===== src/rtl/sha256_wb_initiator_pkg.sv =====
// Shared constants and types for the SHA-256 Wishbone initiator.
// Latency: n/a (declarations only).
// Backpressure: n/a.
// Contents: core register word indices, STATUS bit positions, CTRL commands, FSM state enum.
package sha256_wb_pkg;

  // Core register map, as word indices placed on wbm_adr_o[7:0]
  localparam logic [7:0] REG_CTRL        = 8'h08;
  localparam logic [7:0] REG_STATUS      = 8'h09;
  localparam logic [7:0] REG_BLOCK_BASE  = 8'h10;
  localparam logic [7:0] REG_DIGEST_BASE = 8'h20;

  // STATUS register bits
  localparam int STATUS_READY_BIT  = 0;
  localparam int STATUS_DVALID_BIT = 1;

  // CTRL command values
  localparam logic [31:0] CTRL_INIT = 32'h0000_0001;
  localparam logic [31:0] CTRL_NEXT = 32'h0000_0002;

  typedef enum logic [2:0] {
    ST_IDLE,
    ST_POLL_RDY,
    ST_WR_BLK,
    ST_WR_CTRL,
    ST_POLL_DIG,
    ST_RD_DIG,
    ST_ABORT
  } state_t;

endpackage


===== src/rtl/sha256_wb_initiator_if.sv =====
// Wishbone classic master bus bundle between the initiator and the SHA-256 responder.
// Latency: n/a (wires only).
// Backpressure: responder stalls the master by withholding wbm_ack_i.
// Ports: master drives cyc/stb/we/adr/dat/sel and samples dat_i/ack; slave is the mirror.
interface sha256_wb_initiator_if;
  logic        wbm_cyc_o;
  logic        wbm_stb_o;
  logic        wbm_we_o;
  logic [31:0] wbm_adr_o;
  logic [31:0] wbm_dat_o;
  logic [3:0]  wbm_sel_o;
  logic [31:0] wbm_dat_i;
  logic        wbm_ack_i;

  modport master (
    output wbm_cyc_o, wbm_stb_o, wbm_we_o, wbm_adr_o, wbm_dat_o, wbm_sel_o,
    input  wbm_dat_i, wbm_ack_i
  );

  modport slave (
    input  wbm_cyc_o, wbm_stb_o, wbm_we_o, wbm_adr_o, wbm_dat_o, wbm_sel_o,
    output wbm_dat_i, wbm_ack_i
  );
endinterface


===== src/rtl/sha256_wb_initiator_wb_master_port.sv =====
// Single Wishbone classic transfer engine: registers a request onto the bus and waits for ack.
// Latency: stb rises on the edge that samples req_i; done_o is combinational with the ack cycle.
// Backpressure: holds the transfer until ack or until ACK_TIMEOUT cycles of stb elapse.
// Ports: clk_i/rst_i; req_i/we_i/idx_i/wdat_i request; active_o, done_o, timeout_o status; wbm bus.
module wb_master_port #(
  parameter logic [31:0] BASE_ADDR   = 32'h3000_0000,
  parameter int          ACK_TIMEOUT = 255
) (
  input  logic        clk_i,
  input  logic        rst_i,
  input  logic        req_i,
  input  logic        we_i,
  input  logic [7:0]  idx_i,
  input  logic [31:0] wdat_i,
  output logic        active_o,
  output logic        done_o,
  output logic        timeout_o,
  sha256_wb_initiator_if.master wbm
);

  localparam int CW = $clog2(ACK_TIMEOUT + 1);

  logic          cyc_q;
  logic          stb_q;
  logic          we_q;
  logic [31:0]   adr_q;
  logic [31:0]   dat_q;
  logic [3:0]    sel_q;
  logic [CW-1:0] tmo_cnt_q;

  // An ack on the final allowed cycle completes the transfer instead of timing out.
  assign done_o    = stb_q & wbm.wbm_ack_i;
  assign timeout_o = stb_q & ~wbm.wbm_ack_i & (tmo_cnt_q == CW'(ACK_TIMEOUT - 1));
  assign active_o  = stb_q;

  always_ff @(posedge clk_i) begin
    if (rst_i) begin
      cyc_q     <= 1'b0;
      stb_q     <= 1'b0;
      we_q      <= 1'b0;
      adr_q     <= '0;
      dat_q     <= '0;
      sel_q     <= '0;
      tmo_cnt_q <= '0;
    end else if (stb_q) begin
      if (done_o || timeout_o) begin
        // Dropping here and only re-arming from the idle branch guarantees
        // one idle cycle between transfers.
        cyc_q     <= 1'b0;
        stb_q     <= 1'b0;
        we_q      <= 1'b0;
        adr_q     <= '0;
        dat_q     <= '0;
        sel_q     <= '0;
        tmo_cnt_q <= '0;
      end else begin
        tmo_cnt_q <= tmo_cnt_q + 1'b1;
      end
    end else if (req_i) begin
      cyc_q     <= 1'b1;
      stb_q     <= 1'b1;
      we_q      <= we_i;
      adr_q     <= BASE_ADDR | {24'h0, idx_i};
      dat_q     <= we_i ? wdat_i : 32'h0;
      sel_q     <= 4'hF;
      tmo_cnt_q <= '0;
    end
  end

  assign wbm.wbm_cyc_o = cyc_q;
  assign wbm.wbm_stb_o = stb_q;
  assign wbm.wbm_we_o  = we_q;
  assign wbm.wbm_adr_o = adr_q;
  assign wbm.wbm_dat_o = dat_q;
  assign wbm.wbm_sel_o = sel_q;

endmodule


===== src/rtl/sha256_wb_initiator.sv =====
// Wishbone initiator that pushes one 16-word block into the SHA-256 core and streams the digest out.
// Latency: first STATUS read starts on the start edge; digest words follow their DIGEST acks by one edge.
// Backpressure: blk_ready_o only while in block-write phase with no transfer pending; digest has none.
// Ports: wb_clk_i/wb_rst_i; start_i/first_i; blk_* input stream; dig_* output stream; busy_o/error_o; wbm bus.
module sha256_wb_initiator
  import sha256_wb_pkg::*;
#(
  parameter logic [31:0] BASE_ADDR   = 32'h3000_0000,
  parameter int          ACK_TIMEOUT = 255,
  parameter int          POLL_LIMIT  = 1023
) (
  input  logic        wb_clk_i,
  input  logic        wb_rst_i,
  input  logic        start_i,
  input  logic        first_i,
  input  logic [31:0] blk_data_i,
  input  logic        blk_valid_i,
  output logic        blk_ready_o,
  output logic [31:0] dig_data_o,
  output logic        dig_valid_o,
  output logic        dig_last_o,
  output logic        busy_o,
  output logic        error_o,
  sha256_wb_initiator_if.master wbm
);

  localparam int PW = $clog2(POLL_LIMIT + 1);

  state_t        state_q;
  logic [3:0]    idx_q;
  logic          first_q;
  logic [31:0]   blk_q;
  logic          blk_pend_q;
  logic [PW-1:0] poll_cnt_q;
  logic          busy_q;
  logic          error_q;
  logic          dig_valid_q;
  logic          dig_last_q;
  logic [31:0]   dig_data_q;

  logic          req_d;
  logic          req_we_d;
  logic [7:0]    req_idx_d;
  logic [31:0]   req_wdat_d;
  logic          port_active;
  logic          port_done;
  logic          port_tmo;
  logic          blk_accept;
  logic          poll_last;

  // A word is taken only when the previous one has been written out.
  assign blk_ready_o = (state_q == ST_WR_BLK) && !port_active && !blk_pend_q;
  assign blk_accept  = blk_ready_o && blk_valid_i;
  assign poll_last   = (poll_cnt_q == PW'(POLL_LIMIT - 1));

  // Request decode is combinational so the first STATUS read launches on the start edge.
  always_comb begin
    req_d      = 1'b0;
    req_we_d   = 1'b0;
    req_idx_d  = REG_STATUS;
    req_wdat_d = 32'h0;
    case (state_q)
      ST_IDLE:     req_d = start_i;
      ST_POLL_RDY: req_d = 1'b1;
      ST_POLL_DIG: req_d = 1'b1;
      ST_WR_BLK: begin
        req_d      = blk_pend_q;
        req_we_d   = 1'b1;
        req_idx_d  = REG_BLOCK_BASE | {4'h0, idx_q};
        req_wdat_d = blk_q;
      end
      ST_WR_CTRL: begin
        req_d      = 1'b1;
        req_we_d   = 1'b1;
        req_idx_d  = REG_CTRL;
        req_wdat_d = first_q ? CTRL_INIT : CTRL_NEXT;
      end
      ST_RD_DIG: begin
        req_d     = 1'b1;
        req_idx_d = REG_DIGEST_BASE | {5'h0, idx_q[2:0]};
      end
      default: req_d = 1'b0;
    endcase
  end

  wb_master_port #(
    .BASE_ADDR   (BASE_ADDR),
    .ACK_TIMEOUT (ACK_TIMEOUT)
  ) u_port (
    .clk_i     (wb_clk_i),
    .rst_i     (wb_rst_i),
    .req_i     (req_d),
    .we_i      (req_we_d),
    .idx_i     (req_idx_d),
    .wdat_i    (req_wdat_d),
    .active_o  (port_active),
    .done_o    (port_done),
    .timeout_o (port_tmo),
    .wbm       (wbm)
  );

  always_ff @(posedge wb_clk_i) begin
    if (wb_rst_i) begin
      state_q     <= ST_IDLE;
      idx_q       <= '0;
      first_q     <= 1'b0;
      blk_q       <= '0;
      blk_pend_q  <= 1'b0;
      poll_cnt_q  <= '0;
      busy_q      <= 1'b0;
      error_q     <= 1'b0;
      dig_valid_q <= 1'b0;
      dig_last_q  <= 1'b0;
      dig_data_q  <= '0;
    end else begin
      dig_valid_q <= 1'b0;
      dig_last_q  <= 1'b0;
      case (state_q)
        ST_IDLE: begin
          if (start_i) begin
            state_q    <= ST_POLL_RDY;
            busy_q     <= 1'b1;
            error_q    <= 1'b0;
            first_q    <= first_i;
            idx_q      <= '0;
            poll_cnt_q <= '0;
            blk_pend_q <= 1'b0;
          end
        end
        ST_POLL_RDY: begin
          if (port_tmo) begin
            state_q <= ST_ABORT;
          end else if (port_done) begin
            if (wbm.wbm_dat_i[STATUS_READY_BIT]) begin
              state_q    <= ST_WR_BLK;
              poll_cnt_q <= '0;
            end else if (poll_last) begin
              state_q <= ST_ABORT;
            end else begin
              poll_cnt_q <= poll_cnt_q + 1'b1;
            end
          end
        end
        ST_WR_BLK: begin
          if (blk_accept) begin
            blk_q      <= blk_data_i;
            blk_pend_q <= 1'b1;
          end
          if (port_tmo) begin
            state_q <= ST_ABORT;
          end else if (port_done) begin
            blk_pend_q <= 1'b0;
            if (idx_q == 4'd15) begin
              idx_q   <= '0;
              state_q <= ST_WR_CTRL;
            end else begin
              idx_q <= idx_q + 1'b1;
            end
          end
        end
        ST_WR_CTRL: begin
          if (port_tmo) begin
            state_q <= ST_ABORT;
          end else if (port_done) begin
            state_q    <= ST_POLL_DIG;
            poll_cnt_q <= '0;
          end
        end
        ST_POLL_DIG: begin
          if (port_tmo) begin
            state_q <= ST_ABORT;
          end else if (port_done) begin
            if (wbm.wbm_dat_i[STATUS_DVALID_BIT]) begin
              state_q    <= ST_RD_DIG;
              idx_q      <= '0;
              poll_cnt_q <= '0;
            end else if (poll_last) begin
              state_q <= ST_ABORT;
            end else begin
              poll_cnt_q <= poll_cnt_q + 1'b1;
            end
          end
        end
        ST_RD_DIG: begin
          if (port_tmo) begin
            state_q <= ST_ABORT;
          end else if (port_done) begin
            dig_data_q  <= wbm.wbm_dat_i;
            dig_valid_q <= 1'b1;
            dig_last_q  <= (idx_q[2:0] == 3'd7);
            if (idx_q[2:0] == 3'd7) begin
              idx_q   <= '0;
              state_q <= ST_IDLE;
              busy_q  <= 1'b0;
            end else begin
              idx_q <= idx_q + 1'b1;
            end
          end
        end
        ST_ABORT: begin
          // Bus already released by the port; flag and return.
          error_q <= 1'b1;
          busy_q  <= 1'b0;
          state_q <= ST_IDLE;
        end
        default: state_q <= ST_IDLE;
      endcase
    end
  end

  assign dig_data_o  = dig_data_q;
  assign dig_valid_o = dig_valid_q;
  assign dig_last_o  = dig_last_q;
  assign busy_o      = busy_q;
  assign error_o     = error_q;

endmodule


===== src/flat_wrapper.sv =====
// flat-port wrapper written by rule: the top's interface ports become plain ports
module sha256_wb_initiator_flat import sha256_wb_pkg::*;
#(
  parameter logic [31:0] BASE_ADDR   = 32'h3000_0000,
  parameter int          ACK_TIMEOUT = 255,
  parameter int          POLL_LIMIT  = 1023
)
  (wb_clk_i, wb_rst_i, start_i, first_i, blk_data_i, blk_valid_i, blk_ready_o, dig_data_o, dig_valid_o, dig_last_o, busy_o, error_o, wbm_wbm_cyc_o, wbm_wbm_stb_o, wbm_wbm_we_o, wbm_wbm_adr_o, wbm_wbm_dat_o, wbm_wbm_sel_o, wbm_wbm_dat_i, wbm_wbm_ack_i);
  sha256_wb_initiator_if wbm_i ();
  input  logic wb_clk_i;
  input  logic wb_rst_i;
  input  logic start_i;
  input  logic first_i;
  input  logic [31:0] blk_data_i;
  input  logic blk_valid_i;
  output logic blk_ready_o;
  output logic [31:0] dig_data_o;
  output logic dig_valid_o;
  output logic dig_last_o;
  output logic busy_o;
  output logic error_o;
  output wire logic [$bits(wbm_i.wbm_cyc_o)-1:0] wbm_wbm_cyc_o;
  output wire logic [$bits(wbm_i.wbm_stb_o)-1:0] wbm_wbm_stb_o;
  output wire logic [$bits(wbm_i.wbm_we_o)-1:0] wbm_wbm_we_o;
  output wire logic [$bits(wbm_i.wbm_adr_o)-1:0] wbm_wbm_adr_o;
  output wire logic [$bits(wbm_i.wbm_dat_o)-1:0] wbm_wbm_dat_o;
  output wire logic [$bits(wbm_i.wbm_sel_o)-1:0] wbm_wbm_sel_o;
  input wire logic [$bits(wbm_i.wbm_dat_i)-1:0] wbm_wbm_dat_i;
  input wire logic [$bits(wbm_i.wbm_ack_i)-1:0] wbm_wbm_ack_i;
  assign wbm_wbm_cyc_o = wbm_i.wbm_cyc_o;
  assign wbm_wbm_stb_o = wbm_i.wbm_stb_o;
  assign wbm_wbm_we_o = wbm_i.wbm_we_o;
  assign wbm_wbm_adr_o = wbm_i.wbm_adr_o;
  assign wbm_wbm_dat_o = wbm_i.wbm_dat_o;
  assign wbm_wbm_sel_o = wbm_i.wbm_sel_o;
  assign wbm_i.wbm_dat_i = wbm_wbm_dat_i;
  assign wbm_i.wbm_ack_i = wbm_wbm_ack_i;
  sha256_wb_initiator #(.BASE_ADDR(BASE_ADDR), .ACK_TIMEOUT(ACK_TIMEOUT), .POLL_LIMIT(POLL_LIMIT)) u_core (.wb_clk_i(wb_clk_i), .wb_rst_i(wb_rst_i), .start_i(start_i), .first_i(first_i), .blk_data_i(blk_data_i), .blk_valid_i(blk_valid_i), .blk_ready_o(blk_ready_o), .dig_data_o(dig_data_o), .dig_valid_o(dig_valid_o), .dig_last_o(dig_last_o), .busy_o(busy_o), .error_o(error_o), .wbm(wbm_i));
endmodule

===== config.mk =====
export PLATFORM = sky130hd
export DESIGN_NAME = sha256_wb_initiator_flat
export DESIGN_NICKNAME = d
export VERILOG_FILES = /design/src/rtl/sha256_wb_initiator_pkg.sv /design/src/rtl/sha256_wb_initiator_if.sv /design/src/rtl/sha256_wb_initiator_wb_master_port.sv /design/src/rtl/sha256_wb_initiator.sv /design/src/flat_wrapper.sv
export SDC_FILE = /design/constraint.sdc
export NUM_CORES = 1
export LEC_CHECK = 0
export CORE_ASPECT_RATIO = 1.25
export CORE_MARGIN = 2
export CORE_UTILIZATION = 46
export CTS_BUF_LIST = sky130_fd_sc_hd__clkbuf_8 sky130_fd_sc_hd__clkbuf_16
export CTS_CLUSTER_SIZE = 30
export DETAILED_ROUTE_END_ITERATION = 8
export GPL_TIMING_DRIVEN = 1
export PLACE_DENSITY = 0.8
export SYNTH_ARGS = -nofsm -noshare
export SYNTH_HDL_FRONTEND = slang
export SYNTH_SLANG_ARGS = --single-unit

===== constraint.sdc =====
create_clock -name wb_clk_i -period 2.65 [get_ports wb_clk_i]
set_input_delay 0.795 -clock wb_clk_i [delete_from_list [all_inputs] [get_ports wb_clk_i]]
set_output_delay 0.795 -clock wb_clk_i [all_outputs]
set_load 0.02 [all_outputs]

==> results of run 1 <==
==> power groups by stage <==
stage,Combinational (mW),Sequential [mW],Clock (mW)
floorplan,0.365,2.16,0
global placement,0.623,2.15,0
detailed placement,0.641,2.15,0
CTS,0.646,2.11,2.41
global route,0.695,2.11,2.51
finish,0.649,2.11,2.38
==> worst max-delay path, delay by kind of cell, from the launching register on <==
| kind | cells | cell delay (ns) |
|---|---|---|
| simple gates | 2 | 0.81 |
| flops | 1 | 0.31 |
| buf+inv | 1 | 0.21 |
==> cell type report <==
class                      instances  area, µm²  area share (%)
clock buffer                      18        439            5.58
tap                              161        201            2.56
timing repair buffer             189       1820            23.1
multi-input combinational        454       2500            31.7
sequential                       136       2720            34.6
clock inverter                    14        164            2.08
inverter                           8       30.0           0.381
==> per-stage QoR <==
stage               setup slack [ns]  TNS [ns]  util, %  hold WS [ns]
finish                         0.117         0     67.5         0.454
global route                 0.00397         0     67.5         0.470
CTS                           0.0405         0     67.5         0.457
detailed placement           -0.0809     -1.50     62.3         0.447
global placement             -0.0593    -0.210     62.3         0.435
floorplan                      0.344         0        -         0.436
==> flip-flops by register name, summed over array words and instances, names as in the netlist <==
register	cells
u_core.u_port.wbm.wbm_we_o	1
u_core.u_port.wbm.wbm_adr_o	6
u_core.dig_data_o	32
u_core.first_q	1
u_core.dig_valid_o	1
u_core.blk_q	32
u_core.dig_last_o	1
u_core.u_port.tmo_cnt_q	8
u_core.u_port.active_o	1
u_core.u_port.wbm.wbm_sel_o	1
u_core.busy_o	1
u_core.idx_q	4
u_core.error_o	1
u_core.state_q	3
u_core.poll_cnt_q	10
u_core.blk_pend_q	1
u_core.u_port.wbm.wbm_dat_o	32
==> timing repair <==
action	CTS	global route
gates resized for setup	3	2
setup endpoints to repair	1	1
cloned	0	0
pin swaps	0	1
==> logic make-up (layout without fill, tap and decap cells) <==
group           Yosys count  count (layout)  synth area share (%)
fa+ha+maj                 6               6                  1.35
mux                       4               4                 0.745
simple gates            239             239                  19.5
compound gates          178             178                  20.9
xor+xnor                  3               3                 0.474
buf+inv                  77             229                  7.77
other cells               1              24                0.0677
flops                   136             136                  49.1
==> worst max path at each step <==
stage,from,slack (ns),endpoint
after floorplan,start_i,0.34,u_core.poll_cnt_q[6]$_SDFFE_PP0P_
after global placement,start_i,-0.06,u_core.poll_cnt_q[6]$_SDFFE_PP0P_
after detailed placement,start_i,-0.08,u_core.poll_cnt_q[6]$_SDFFE_PP0P_
after CTS,u_core.state_q[2]$_SDFFE_PP0P_,0.04,blk_ready_o
after global routing,u_core.state_q[1]$_SDFFE_PP0P_,0.004,blk_ready_o
final,u_core.state_q[2]$_SDFFE_PP0P_,0.12,blk_ready_o
==> per-layer routing <==
metal / wire [µm] / share of wire, %
met3: 1020 / 7.0
met1: 6040 / 42
met2: 7210 / 50
met4: 275 / 1.9
met5: 0 / 0
==> Yosys cell counts (2+ instances only) <==
library cell | number | area share, %
mux2i_1 | 3 | 0.54
o41ai_1 | 3 | 0.47
o31ai_1 | 4 | 0.54
o21ai_0 | 10 | 0.90
nand2b_1 | 5 | 0.56
buf_4 | 30 | 4.1
buf_2 | 11 | 0.99
o211ai_1 | 3 | 0.41
a21o_1 | 5 | 0.68
or3_1 | 5 | 0.56
xnor2_1 | 3 | 0.47
inv_1 | 7 | 0.47
a32oi_1 | 2 | 0.32
or3b_2 | 2 | 0.32
a311oi_1 | 3 | 0.47
and4_1 | 2 | 0.32
o2bb2ai_1 | 6 | 0.95
nor2b_1 | 4 | 0.45
o21bai_1 | 2 | 0.27
nor3b_1 | 2 | 0.27
o22ai_1 | 2 | 0.23
a31oi_1 | 4 | 0.45
and2_1 | 5 | 0.56
a221oi_1 | 2 | 0.32
or4_1 | 5 | 0.68
ha_1 | 6 | 1.4
and3_1 | 3 | 0.34
nand3_1 | 11 | 0.99
buf_6 | 2 | 0.41
dfxtp_1 | 136 | 49
nand2_1 | 148 | 10
a21oi_1 | 86 | 7.8
or2_2 | 5 | 0.56
nand3b_1 | 2 | 0.27
nor2_1 | 24 | 1.6
a22o_1 | 30 | 4.7
a211oi_1 | 2 | 0.27
a32o_1 | 2 | 0.36
o21a_1 | 2 | 0.27
clkbuf_1 | 26 | 1.8
nor3_1 | 6 | 0.54
nor4_1 | 5 | 0.56
==> results.yml, run 1 <==
routing:
  num_vias: 5270
  drt_iter0_markers: 318
  antenna_left: 0
  drc: 0
  drt-vias-per-instance: 5.38
  wl_per_cell_um: 14.8
  drtPass1Iterations: 5
  wirelength_mm: 14.5
cells_and_area:
  diodes: 0
  mostFrequentLayoutCells: "clkdlybuf4s50_1 (151), nand2_1 (148), dfxtp_1 (136), a21oi_1 (85), buf_4 (34)"
  layout.cells.most_common: "clkdlybuf4s50_1"
  syn_to_final_growth_pct: 42.0
  finalInstanceArea_um2: 7870
  drive_above_1_share_pct: 10.4
  instances_no_fill: 980
  fin_nets: 882
  fillCellCount: 940
global_route:
  grt_pass1_wl_mm: 23.2
  first_global_vias: 5000
  use_met1_pct: 25.7
  grt_use_total_pct: 22.3
  met2_usage_pct: 38.6
  grt_util_met3_pct: 6.50
  grt_max_degree: 54
  antenna_found_initial: 0
  overflow: 0
  busiest_layer: "met2"
clocking:
  cts_hold_buf: 0
  cts_sinks: 136
  clk_latency_ns: 0.41
  cts_buffer_depth: 2
  cts_buffers: 17
  cts_tree: "done"
  post_cts_buffers: 0
  clk_transition_reported_paths_ns: 0.06
  cts_max_level: 4
  cts_root_buf: "clkbuf_16"
sta:
  relSlewSlack_pct: 46.5
  setup_viol: 0
  min_period_over_period_pct: 95.6
  hold_violations: 0
  tightest_slew_ns: 0.794
  rsz0062_at_grt: "false"
  period_minus_slack_ns: 2.53
  slew_viol_final: 0
  timing.fmax_mhz: 395
  fin_skew_ns: 0.0123
setup_path:
  rrSetupSlack_ns: 0.58
  critPathRequiredTime_ns: 1.86
  max_stage_delay_ns: 0.54
  worstSetupEndpointType: "output pin"
  critPathSlowestCell: "or3b_2"
  crit_type: "reg -> out"
  r2r_start: "u_core.u_port.tmo_cnt_q[1]$_SDFFE_PP0P_"
  path_cells: "or3b_2, nor3_4, buf_2"
  worstReg2RegEnd: "u_core.u_port.wbm.wbm_dat_o[23]$_SDFFE_PP0P_"
  cp_max_fo: 4
  critical_path_arrival_ns: 1.74
  cp-start-kind: "flip-flop"
  r2r_cells: 6
die:
  core_area_um2: 11700
  die_h_um: 127
  rows: 44
  dieArea_um2: 12900
  start_util_pct: 47.5
  io_pins: 178
  fp.dieW_um: 102
logic_synthesis:
  synth_warnings: 0
  synthCells: 644
  post_synth.cell_area_avg_um2: 8.61
  ys_ff_latch: 136
  ys_types: 60
  async_reset_ff_share_pct: 0
  synth_edf_count: 0
  synth_flop_cell: "dfxtp_1"
  ys_seq_area_share_pct: 49.1
  synth.cell_area_um2: 5540
pwr:
  p_leak_nw: 2.84
  worst_ir_drop_vdd_uv: 412
  power_density_nw_per_um2: 652
  p_clk_share_pct: 46.3
  seqPwrFrac_pct: 41.1
  sw_frac_of_total_pct: 25.6
  switchingPower_mw: 1.31
  p_int_mw: 3.82
  power_mw: 5.13
  pwr-share-comb_pct: 12.7
flow_run:
  cap_violations: 0
min_path:
  whs_path_depth: 2
  whs_endpoint: "u_core.blk_q[26]$_SDFFE_PP0P_"
  hold_path.class: "reg -> reg"
  worstHoldStart: "u_core.blk_q[26]$_SDFFE_PP0P_"
placement:
  hpwl_mm: 10.4
  gp_congestion: 0.915
  dp_cells: 948
  placed_area_um2: 7270
  port_buffers: 153
run_status:
  status: "finished clean"
Power figures use the tool's default switching activity.
==> inputs of run 2 (changes only) <==
--- a/config.mk
+++ b/config.mk
@@ -5,6 +5,7 @@
 export SDC_FILE = /design/constraint.sdc
 export NUM_CORES = 1
 export LEC_CHECK = 0
+export CAP_MARGIN = 20
 export CORE_ASPECT_RATIO = 1.25
 export CORE_MARGIN = 2
 export CORE_UTILIZATION = 46
==> results of run 2 <==
Final layout, timing and power as in run 1 (identical DEF).
==> inputs of run 3 (changes only) <==
==> constraint.sdc (replaced) <==
create_clock -name wb_clk_i -period 2.55 [get_ports wb_clk_i]
set_input_delay 0.765 -clock wb_clk_i [delete_from_list [all_inputs] [get_ports wb_clk_i]]
set_output_delay 0.765 -clock wb_clk_i [all_outputs]
set_load 0.02 [all_outputs]
==> results.yml, run 3 (synthesis results as in run 1) <==
clocking:
  cts_buffers: 17
  cts_root_buf: "clkbuf_16"
  clk_transition_reported_paths_ns: 0.06
  cts_sinks: 136
  cts_max_level: 4
  clk_latency_ns: 0.42
  cts_buffer_depth: 2
  cts_hold_buf: 0
  cts_tree: "done"
sta:
  slew_viol_final: 0
  timing.final.ws_setup_ns: 0.143
  fin_skew_ns: 0.00618
  tns_ns: 0
  tightest_slew_ns: 0.648
  period_minus_slack_ns: 2.41
  relSlewSlack_pct: 56.4
  rsz0062_at_grt: "false"
  hold_ws_ns: 0.453
  hold_violations: 0
  min_period_over_period_pct: 94.4
  timing.fmax_mhz: 415
  setup_viol: 0
setup_path:
  critical_path_arrival_ns: 1.64
  worstReg2RegEnd: "u_core.state_q[1]$_SDFFE_PP0P_"
  critPathSlowestCell: "or3b_2"
  cp-start-kind: "flip-flop"
  cp_max_fo: 3
  worstSetupEndpointType: "output pin"
  crit_type: "reg -> out"
  path_cells: "or3b_2, nor3_4, buf_2"
  rrSetupSlack_ns: 0.50
  r2r_cells: 7
  max_stage_delay_ns: 0.50
  r2r_start: "u_core.idx_q[0]$_SDFFE_PP0P_"
  critPathRequiredTime_ns: 1.79
die:
  dieArea_um2: 12900
  core_area_um2: 11700
  start_util_pct: 47.5
  rows: 44
  die_h_um: 127
  io_pins: 178
  fp.dieW_um: 102
pwr:
  power_density_nw_per_um2: 687
  switchingPower_mw: 1.41
  power_mw: 5.47
  p_int_mw: 4.06
  seqPwrFrac_pct: 39.9
  sw_frac_of_total_pct: 25.8
  pwr-share-comb_pct: 12.4
  worst_ir_drop_vdd_uv: 414
  p_leak_nw: 2.90
  p_clk_share_pct: 47.7
routing:
  antenna_left: 0
  drt-vias-per-instance: 5.26
  drc: 0
  num_vias: 5203
  wirelength_mm: 14.6
  drtPass1Iterations: 7
  wl_per_cell_um: 14.7
  drt_iter0_markers: 329
cells_and_area:
  fin_nets: 891
  diodes: 0
  syn_to_final_growth_pct: 43.7
  drive_above_1_share_pct: 11.4
  finalInstanceArea_um2: 7970
  mostFrequentLayoutCells: "clkdlybuf4s50_1 (151), nand2_1 (148), dfxtp_1 (136), a21oi_1 (85), buf_4 (43)"
  layout.cells.most_common: "clkdlybuf4s50_1"
min_path:
  worstHoldStart: "u_core.blk_q[19]$_SDFFE_PP0P_"
  whs_path_depth: 2
  whs_endpoint: "u_core.blk_q[19]$_SDFFE_PP0P_"
  hold_path.class: "reg -> reg"
placement:
  placed_area_um2: 7340
  place_ws_ns: -0.167
  port_buffers: 153
  gp_congestion: 0.930
  hpwl_mm: 10.5
global_route:
  antenna_found_initial: 0
  grt_max_degree: 41
  grt_pass1_wl_mm: 23.6
  grt_use_total_pct: 22.8
  first_global_vias: 5042
  overflow: 0
flow_run:
  cap_violations: 0
run_status:
  status: "finished clean"
[run 3: cell count changes in the layout (fill, tap and decap cells not counted)]
cell,before,now
bufinv_16,2,3
clkinvlp_4,2,1
inv_6,4,6
clkbuf_8,1,0
inv_8,2,4
clkinv_4,3,1
buf_4,34,43
clkinv_2,1,0
[run 3: layout make-up]
type | count | area (µm²)
Fill cell | 919 | 3700
Clock buffer | 17 | 425
Timing Repair Buffer | 198 | 1880
Tap cell | 161 | 201
Sequential cell | 136 | 2720
Multi-Input combinational cell | 454 | 2500
Inverter | 8 | 30.0
Clock inverter | 15 | 204
[run 3: worst max-delay path by stage]
stage	from	to	slack, ns	cells after the start
2_1_floorplan	start_i	u_core.poll_cnt_q[6]$_SDFFE_PP0P_	0.27	6
3_3_place_gp	start_i	u_core.poll_cnt_q[6]$_SDFFE_PP0P_	-0.15	6
3_5_place_dp	start_i	u_core.poll_cnt_q[6]$_SDFFE_PP0P_	-0.17	6
4_1_cts	u_core.state_q[1]$_SDFFE_PP0P_	blk_ready_o	0.03	3
5_1_grt	u_core.state_q[1]$_SDFFE_PP0P_	blk_ready_o	0.08	3
6_report	u_core.state_q[1]$_SDFFE_PP0P_	blk_ready_o	0.14	3
[run 3: routing by layer]
| layer | global-route usage (%) | share of wire, % | wire length, µm |
|---|---|---|---|
| met5 | 0 | 0 | 0 |
| met4 | 8.94 | 1.6 | 235 |
| met3 | 7.11 | 8.0 | 1170 |
| met2 | 39.2 | 51 | 7420 |
| met1 | 25.9 | 39 | 5760 |
[run 3: what timing repair did]
action                                  4_1_cts  5_1_grt
pin swaps                                     0        0
gates resized for setup                       4        1
endpoints found under the setup margin        1        1
buffers inserted                              0        0
[run 3: power groups by stage]
| stage | clock [mW] | sequential [mW] | combinational (mW) |
|---|---|---|---|
| 6_report | 2.61 | 2.18 | 0.679 |
| 5_1_grt | 2.73 | 2.19 | 0.734 |
| 4_1_cts | 2.64 | 2.18 | 0.678 |
| 3_5_place_dp | 0 | 2.23 | 0.671 |
| 3_3_place_gp | 0 | 2.23 | 0.654 |
| 2_1_floorplan | 0 | 2.24 | 0.380 |
[run 3: metrics by stage]
step                      utilization [%]  std cells
after floorplan                         -        667
after global routing                 68.3        989
after detailed placement             62.9        957
final                                68.3        989
after CTS                            68.3        989
after global placement               62.9        957
[run 3: critical path: cells and delay by family, from the launching register on]
kind	cells	cell delay [ns]
flops	1	0.33
buf+inv	1	0.20
simple gates	2	0.69
